==> src/rtl/data_mem_sized_if.sv <==
// rtl/data_mem_sized_if.sv - request/response bus of the sized byte-addressed data memory
interface data_mem_sized_if #(
    parameter int XLEN   = 64,
    parameter int ADDR_W = 64
);
    logic              req_valid;
    logic              req_ready;
    logic              req_write;
    logic [1:0]        req_size;
    logic              req_unsigned;
    logic [ADDR_W-1:0] address;
    logic [XLEN-1:0]   wrt_data;
    logic              resp_valid;
    logic [XLEN-1:0]   read_data;
    logic              resp_err;

    modport master (
        output req_valid, req_write, req_size, req_unsigned, address, wrt_data,
        input  req_ready, resp_valid, read_data, resp_err
    );

    modport slave (
        input  req_valid, req_write, req_size, req_unsigned, address, wrt_data,
        output req_ready, resp_valid, read_data, resp_err
    );
endinterface

==> src/rtl/data_mem_sized.sv <==
// rtl/data_mem_sized.sv - byte-addressed MEM-stage data memory with sized access, faults and clear sweep
module data_mem_sized #(
    parameter int XLEN   = 64,
    parameter int DEPTH  = 16,
    parameter int ADDR_W = 64
) (
    input  logic             clk,
    input  logic             reset,
    data_mem_sized_if.slave  bus
);
    localparam int NL = XLEN / 8;
    localparam int LB = $clog2(NL);
    localparam int IW = $clog2(DEPTH);
    localparam logic [ADDR_W:0] MEM_BYTES = (ADDR_W + 1)'(DEPTH * NL);

    typedef enum logic {INIT, RUN} state_t;

    state_t          state;
    logic [IW-1:0]   cnt;
    logic [XLEN-1:0] mem [DEPTH];

    logic            accept;
    logic            misalign;
    logic            range_err;
    logic            size_err;
    logic            fault;
    logic [LB-1:0]   lane;
    logic [IW-1:0]   widx;
    logic [NL-1:0]   wmask;
    logic [XLEN-1:0] wdata_sh;
    logic [XLEN-1:0] rword;
    logic [XLEN-1:0] rshift;
    logic [XLEN-1:0] ext_mask;
    logic [XLEN-1:0] load_val;
    logic            sign_bit;

    assign bus.req_ready = (state == RUN);
    assign accept        = bus.req_valid && bus.req_ready;
    assign lane          = bus.address[LB-1:0];
    assign widx          = bus.address[LB+IW-1:LB];

    always_comb begin
        misalign = 1'b0;
        case (bus.req_size)
            2'd0:    misalign = 1'b0;
            2'd1:    misalign = bus.address[0];
            2'd2:    misalign = |bus.address[1:0];
            default: misalign = |bus.address[2:0];
        endcase
    end

    // Every address bit takes part in the range check, so aliases above the array fault.
    assign range_err = ({1'b0, bus.address} >= MEM_BYTES);
    assign size_err  = (XLEN == 32) && (bus.req_size == 2'd3);
    assign fault     = misalign || range_err || size_err;

    always_comb begin
        wmask = '0;
        for (int i = 0; i < NL; i++) begin
            wmask[i] = (i >= int'(lane)) && (i < int'(lane) + (1 << bus.req_size));
        end
    end

    assign wdata_sh = bus.wrt_data << {lane, 3'b000};
    assign rword    = mem[widx];
    assign rshift   = rword >> {lane, 3'b000};

    always_comb begin
        ext_mask = '1;
        sign_bit = rshift[XLEN-1];
        case (bus.req_size)
            2'd0: begin
                ext_mask = XLEN'(64'h0000_0000_0000_00FF);
                sign_bit = rshift[7];
            end
            2'd1: begin
                ext_mask = XLEN'(64'h0000_0000_0000_FFFF);
                sign_bit = rshift[15];
            end
            2'd2: begin
                ext_mask = XLEN'(64'h0000_0000_FFFF_FFFF);
                sign_bit = rshift[31];
            end
            default: begin
                ext_mask = '1;
                sign_bit = rshift[XLEN-1];
            end
        endcase
    end

    // A full-width access has an all-ones mask, so the extension choice has no effect there.
    assign load_val = bus.req_unsigned ? (rshift & ext_mask)
                                       : ((rshift & ext_mask) | (sign_bit ? ~ext_mask : '0));

    always_ff @(posedge clk) begin
        if (!reset) begin
            if (state == INIT) begin
                mem[cnt] <= '0;
            end else if (accept && bus.req_write && !fault) begin
                for (int i = 0; i < NL; i++) begin
                    if (wmask[i]) begin
                        mem[widx][8*i +: 8] <= wdata_sh[8*i +: 8];
                    end
                end
            end
        end
    end

    always_ff @(posedge clk) begin
        if (reset) begin
            state         <= INIT;
            cnt           <= '0;
            bus.resp_valid <= 1'b0;
            bus.read_data  <= '0;
            bus.resp_err   <= 1'b0;
        end else begin
            bus.resp_valid <= accept;
            bus.resp_err   <= accept && fault;
            bus.read_data  <= (accept && !bus.req_write && !fault) ? load_val : '0;
            if (state == INIT) begin
                cnt <= cnt + 1'b1;
                if (cnt == IW'(DEPTH - 1)) begin
                    state <= RUN;
                end
            end
        end
    end
endmodule
==> src/flat_wrapper.sv <==
// flat-port wrapper written by rule: the top's interface ports become plain ports
module data_mem_sized_flat 
#(
    parameter int XLEN   = 64,
    parameter int DEPTH  = 16,
    parameter int ADDR_W = 64
)
  (clk, reset, bus_req_valid, bus_req_write, bus_req_size, bus_req_unsigned, bus_address, bus_wrt_data, bus_req_ready, bus_resp_valid, bus_read_data, bus_resp_err);
  data_mem_sized_if #(.XLEN(XLEN), .ADDR_W(ADDR_W)) bus_i ();
  input  logic clk;
  input  logic reset;
  input wire logic [$bits(bus_i.req_valid)-1:0] bus_req_valid;
  input wire logic [$bits(bus_i.req_write)-1:0] bus_req_write;
  input wire logic [$bits(bus_i.req_size)-1:0] bus_req_size;
  input wire logic [$bits(bus_i.req_unsigned)-1:0] bus_req_unsigned;
  input wire logic [$bits(bus_i.address)-1:0] bus_address;
  input wire logic [$bits(bus_i.wrt_data)-1:0] bus_wrt_data;
  output wire logic [$bits(bus_i.req_ready)-1:0] bus_req_ready;
  output wire logic [$bits(bus_i.resp_valid)-1:0] bus_resp_valid;
  output wire logic [$bits(bus_i.read_data)-1:0] bus_read_data;
  output wire logic [$bits(bus_i.resp_err)-1:0] bus_resp_err;
  assign bus_i.req_valid = bus_req_valid;
  assign bus_i.req_write = bus_req_write;
  assign bus_i.req_size = bus_req_size;
  assign bus_i.req_unsigned = bus_req_unsigned;
  assign bus_i.address = bus_address;
  assign bus_i.wrt_data = bus_wrt_data;
  assign bus_req_ready = bus_i.req_ready;
  assign bus_resp_valid = bus_i.resp_valid;
  assign bus_read_data = bus_i.read_data;
  assign bus_resp_err = bus_i.resp_err;
  data_mem_sized #(.XLEN(XLEN), .DEPTH(DEPTH), .ADDR_W(ADDR_W)) u_core (.clk(clk), .reset(reset), .bus(bus_i));
endmodule
==> config.mk <==
export PLATFORM = sky130hd
export DESIGN_NAME = data_mem_sized_flat
export DESIGN_NICKNAME = d
export VERILOG_FILES = /design/src/rtl/data_mem_sized_if.sv /design/src/rtl/data_mem_sized.sv /design/src/flat_wrapper.sv
export SDC_FILE = /design/constraint.sdc
export NUM_CORES = 1
export LEC_CHECK = 0
export ABC_AREA = 0
export ABC_CLOCK_PERIOD_IN_PS = 7700
export CAP_MARGIN = 20
export CORE_ASPECT_RATIO = 1.75
export CORE_UTILIZATION = 55
export CTS_CLUSTER_SIZE = 8
export DETAILED_ROUTE_END_ITERATION = 7
export PLACE_DENSITY = 0.83
export SETUP_SLACK_MARGIN = 0.02
export SYNTH_ARGS = -nofsm -noshare
export SYNTH_HDL_FRONTEND = slang
export SYNTH_SLANG_ARGS = --single-unit
==> constraint.sdc <==
create_clock -name clk -period 7.7 [get_ports clk]
set_input_delay 1.54 -clock clk [delete_from_list [all_inputs] [get_ports clk]]
set_output_delay 1.54 -clock clk [all_outputs]
set_load 0.03 [all_outputs]
-- Word-level counts from Yosys, hierarchy flattened
Memory sizes are Yosys's and may differ from the RTL's.
Index checks and enable logic that the tools add are counted.
- add/sub/neg operators: 2
- magnitude comparators: 16
- eq/ne operators: 3
- shift operators: 3
- multiplexer cells: 53
- bitwise operators: 4
- reductions and logical operators: 21
- operators by type and width (operator ; count):
    64-bit two-way mux ; 3
    64-bit one-hot mux with 3 select lines ; 1
    4-bit by 32-bit < comparator with 1-bit output (first input constant) ; 4
    64-bit AND ; 1
    64-bit by 8-bit greater-or-equal comparator with 1-bit output (second input constant) ; 1
    3-bit by 32-bit < comparator with 1-bit output (first input constant) ; 2
    64-bit inverter ; 1
    64-bit bitwise OR ; 1
    64-bit OR reduction ; 1
    64-bit by 6-bit left shift with 64-bit output ; 1
    64-bit by 6-bit >> shifter with 64-bit output ; 1
    1-bit two-way mux ; 45
    4-bit by 32-bit adder with 32-bit output ; 1
    1-bit by 32-bit < comparator with 1-bit output (first input constant) ; 1
    2-bit by 32-bit < comparator with 1-bit output (first input constant) ; 1
    1-bit by 2-bit left shift with 32-bit output (first input constant) ; 1
    1-bit logical AND ; 13
    3-bit greater-or-equal comparator (first input constant) ; 3
    8-bit two-way mux ; 1
    1-bit by 3-bit greater-or-equal comparator with 1-bit output (first input constant) ; 2
    2-bit by 3-bit greater-or-equal comparator with 1-bit output (first input constant) ; 2
    1-bit one-hot mux with 3 select lines ; 2
    4-bit by 1-bit adder with 4-bit output (second input constant) ; 1
    4-bit equality test (second input constant) ; 1
    other kinds (9) ; 11
- register bits: 71
- RAM bits: 1024
- bits of input ports: 135
- output and inout port bits: 67
- logic and storage cells: 108
- memories: 1
- memory list (memory ; depth ; bits a word ; read ports ; clocked after Yosys merged registers in ; wr ports ; RTL line ; text):
    u_core.mem ; 16 ; 64 ; 1 ; 0 ; 1 ; data_mem_sized.sv:20 ; logic [XLEN-1:0] mem [DEPTH];

-- Depth between registers and ports, before layout
Gate-level depths: netlist of the first run.
- depth after elaboration: 11
- depth in mapped cells: 16
- mapped depth without buffers: 13

-- Worst setup path after synthesis of the first run
OpenSTA, ideal clock, no wires.
- path kind: in2reg
- from: input bus_address[1]
- to: memory u_core.mem[5][0], enable pin
- library setup time: 0.371 ns
- arrival time: 5.128 ns
- setup slack: 2.201 ns
- stages: 11
- path buffers: 3
- path through: clkinv_1 -> buf_1 -> clkbuf_1 -> clkbuf_1 -> fa_1 -> maj3_1 -> nand3_1 -> nand3b_1 -> a2111oi_2 -> a22oi_1 -> nor2_1
- word-level cells in the longest chain between the ends: 11
- elaborated cells on any way between the ends: 73
- RTL lines (element ; RTL line ; text):
    from (decl) ; flat_wrapper.sv:16 ; input wire logic [$bits(bus_i.address)-1:0] bus_address;
    parallel branches: the longest is 11 deep, another holds 4-bit by 32-bit adder with 32-bit output ; - ;
    to (decl) ; data_mem_sized.sv:20 ;
Parallel ways; which one is timed is not known.

-- Worst setup path in the final report of the first run
- from: input bus_req_size[0]
- to: memory u_core.mem[9][60], enable pin
- word-level cells in the longest chain between the ends: 11
- elaborated cells on any way between the ends: 67
- RTL lines (element ; RTL line ; text):
    from (decl) ; flat_wrapper.sv:14 ; input wire logic [$bits(bus_i.req_size)-1:0] bus_req_size;
    1-bit by 2-bit left shift with 32-bit output (tied with other cells) ; data_mem_sized.sv:60 ; wmask[i] = (i >= int'(lane)) && (i < int'(lane) + (1 << bus.req_size));
    4-bit by 32-bit adder with 32-bit output / 1-bit one-hot mux with 3 select lines (equally long branches) ; data_mem_sized.sv:60, data_mem_sized.sv:44 ;
    1-bit by 32-bit < comparator with 1-bit output (tied with other cells) ; data_mem_sized.sv:60 ;
    1-bit logical AND / 1-bit logical NOT (equally long branches) ; data_mem_sized.sv:60, data_mem_sized.sv:99 ;
    1-bit two-way mux / 1-bit logical AND (equally long branches) ; data_mem_sized.sv:101, data_mem_sized.sv:99 ;
    1-bit two-way mux ; data_mem_sized.sv:99 ; end else if (accept && bus.req_write && !fault) begin
    1-bit two-way mux ; data_mem_sized.sv:97 ; if (state == INIT) begin
    1-bit two-way mux ; data_mem_sized.sv:96 ; if (!reset) begin
    1-bit two-way mux (implied by the code) ; data_mem_sized.sv:102 ; mem[widx][8*i +: 8] <= wdata_sh[8*i +: 8];
    64-bit OR reduction (no line) ; - ;
    4-bit two-way mux (no line) / 8-bit two-way mux (equally long branches) ; - ;
Several ways; a longest one is shown, not always the timed one.

==> results.md, run 1 <==
* Rows at 138
* Final Slew Violations at 0
* Synthesis-stage register bit count at 1095
* Final GP Congestion at 1.07
* End-of-flow core utilization at roughly 65%
* CP Data Required Time at between 8000 and 9000 ps
* PostCTS Resize Cnt at 0
* Min Clock Period, post-route at 6800 ps
* DPL Wire Length at 97200 um
* Max Cap Viol at 0
* Postcts setup bufs at 0
* Setup crit end kind: flip-flop
* Worst r2r src: u_core.bus.req_ready
* # port buffers at about 200
* Syn nets at 2643
* Drt first pass iters at 8
* RSZ-0062 raised after global routing: false
* Vias in the first global route at about 28000
* Pwr dens at 256 mW/mm2
* Core area at 0.0812 mm2
* Period Utilization, post-route at 88.3%
* Setup WS pre-CTS at 479 ps
* Initial antenna violation count at 7
* Nets at 2946
* Top cell type's share of synthesized area at around two thirds
* Worst Setup Slack, final at between 900 and 1000 ps
* Final ANT Viol Nets at 0
* DRC at 0
* Multi-input gate area at roughly 0.012 mm2
* Clk_skew at 33.8 ps
* Num CTS Buffers at 155
* Global route overflow at 0
* Synthesis Warnings at 0
* Post-Syn Area per Cell at 18.1 um2
* Maximum number of pins on one net before global-route repair at 106
* Critical path launch point type: input pin
* Worst hold path type: flip-flop to flip-flop
* Setup_tns at 0 ps
* Endpoints failing setup at 0
* Share of the yosys chip area belonging to registers at 71.2%
* Synth async-reset ratio at 0%
* Tot Pwr at 0.0136 W
* Hold Path Origin: u_core.cnt[1]
* Post-Syn Area at between 0.04 and 0.05 mm2
* Total wire length at 147000 um
* Fillers at between 5000 and 6000
* Die width at 219 um
* Share of cells above drive strength 1 at 22.1%
* Clock tree buffer depth at 3
* Clock Latency Late Sink at 770 ps
* Clock Pin Slew Worst Setup and Hold Paths at 50 ps
* Htree depth at 4
* Initial core utilization at 55.7%
* Post-DR vias/cell at 7.18
* Status: finished clean
* FF/Latch Area at about 0.032 mm2
* Final hold viol count at 0
* Wire length per cell at 37.5 um
* Post-Syn Instances at 2504
* CTS tree: built
* CP Data Arrival Time at 7190 ps
* Fmax at about 150 MHz
* Hold_buf cts at 0
* Slew @ Worst Pin at roughly 1400 ps
* Rel. slew slack at 8.56%
* Synth unique cells at between 70 and 80
* Cell taking the most area after synthesis: edfxtp_1
* Top post-synthesis cells by area: edfxtp_1, mux4_2, dfxtp_1
* Die height at ~380 um
* Synth Flop Type: edfxtp_1
* Die area at 0.0834 mm2
* GRT Overall Usage at between 30% and 40%
* Initial DRC count at 4549
* Clk Tree Root Cell: clkbuf_16
* Setup crit start: bus_req_size[0]
* Kind of critical path: input pin to flip-flop
* Clk sinks at 1095
* Worst vdd ir at 0.211 mV
* First-pass GRT wire length at just over 200000 um
* EDFF count, synth at 1024
* Crit-path max FO at 17
* Number of I/O pins at 202
* Area growth syn-to-layout at 17.4%
* Vias at ~28000
* Leak at between 15 and 20 nW
==> per-layer routing <==
| layer | vias to the layer above | global-route usage (%) | routed length [um] |
|---|---|---|---|
| met5 | - | 0 | 55 |
| met4 | 8 | 26.6 | 13300 |
| met3 | 619 | 10.7 | 18000 |
| met2 | 2613 | 56.7 | 70300 |
| met1 | 14000 | 41.5 | 45000 |
| li1 | 10800 | - | - |
==> kinds of logic after synthesis <==
logic type	Yosys count	synth area share (%)
mux	394	16.9
flops	1095	71.2
xor+xnor	4	0.0775
simple gates	459	4.43
compound gates	367	5.53
fa+ha+maj	5	0.149
buf+inv	180	1.71
==> where the power goes <==
part | leakage (nW) | switching [W] | internal [W]
combinational | 5.67 | 0.000555 | 0.000330
clock | 2.09 | 0.00251 | 0.00366
sequential | 11.2 | 0.0000255 | 0.00650
total | 19.0 | 0.00309 | 0.0105
==> critical path: stages <==
cell	delay [ps]
clkdlybuf4s50_1	680
or2_1	520
inv_2	160
ha_1	220
inv_1	70
fa_1	450
a2111oi_0	570
nand2_1	100
o21ai_0	160
nand3b_1	340
a41oi_2	150
buf_4	210
nor3b_1	470
a22oi_1	470
buf_4	350
nor2_1	690
==> cell usage after synthesis, types with 6 or more instances <==
| cell type | instances |
|---|---|
| edfxtp_1 | 1024 |
| mux4_2 | 294 |
| nor2_1 | 217 |
| nand2_1 | 121 |
| clkbuf_1 | 97 |
| a21oi_1 | 91 |
| a22oi_1 | 78 |
| mux2i_1 | 76 |
| dfxtp_1 | 71 |
| o21ai_0 | 62 |
| buf_2 | 39 |
| and3_1 | 31 |
| a221oi_1 | 24 |
| nand3_1 | 24 |
| buf_1 | 23 |
| mux2_2 | 20 |
| nand4_1 | 13 |
| nor4_1 | 13 |
| a22o_1 | 12 |
| o22ai_1 | 12 |
| a32oi_1 | 11 |
| a31oi_1 | 10 |
| inv_1 | 10 |
| nor2b_1 | 10 |
| nor3_1 | 10 |
| a211oi_1 | 8 |
| a21o_1 | 7 |
| o21bai_1 | 6 |
==> layout make-up <==
type | count | share of cell area, %
Clock inverter | 16 | 0.559
Sequential cell | 1095 | 60.6
Multi-Input combinational cell | 1229 | 23.2
Antenna cell | 4 | 0.0189
Inverter | 13 | 0.0920
Tap cell | 1050 | 2.48
Timing Repair Buffer | 313 | 5.43
Clock buffer | 192 | 7.61
==> state kept, by name, indices dropped and copies added (netlist names) <==
| name | cells |
|---|---|
| u_core.bus.resp_valid | 1 |
| u_core.mem | 1024 |
| u_core.bus.read_data | 64 |
| u_core.cnt | 4 |
| u_core.bus.req_ready | 1 |
| u_core.bus.resp_err | 1 |
==> through the flow <==
stage	area [um2]	std cells	hold slack (ps)
6_report	53100	3912	616
5_1_grt	53100	3909	637
4_1_cts	53000	3903	607
3_5_place_dp	48700	3695	600
3_3_place_gp	48600	3689	576
2_1_floorplan	45200	2504	528
==> placed cells by master (no fill, tap or decap), types with 9 or more instances in the layout <==
master,netlist,layout
edfxtp_1,1024,1024
mux4_2,294,294
nor2_1,217,216
clkdlybuf4s50_1,0,194
clkbuf_16,0,156
nand2_1,121,121
buf_4,3,110
a21oi_1,91,89
a22oi_1,78,78
mux2i_1,76,76
dfxtp_1,71,71
o21ai_0,62,62
clkbuf_1,97,36
and3_1,31,31
nand3_1,24,24
a221oi_1,24,24
mux2_2,20,20
nand4_1,13,13
nor4_1,13,13
o22ai_1,12,12
a22o_1,12,12
a32oi_1,11,11
nor3_1,10,10
a31oi_1,10,9
==> path summary, 6_finish.rpt <==
check | cells after the start | slack [ps] | end
hold reg to reg | 2 | 620 | u_core.cnt[1]
hold / removal | 2 | 620 | u_core.cnt[1]
setup reg to reg | 7 | 3730 | u_core.mem[9][60]
setup / recovery | 16 | 900 | u_core.mem[9][60]
Power figures use the tool's default switching activity.
==> inputs of run 2 (changes only) <==
==> constraint.sdc (replaced) <==
create_clock -name clk -period 7.7 [get_ports clk]
set_input_delay 1.54 -clock clk [delete_from_list [all_inputs] [get_ports clk]]
set_output_delay 1.54 -clock clk [all_outputs]
set_load 0.1 [all_outputs]
==> results of run 2 <==
The final DEF is identical to that of run 1. Status: finished clean.
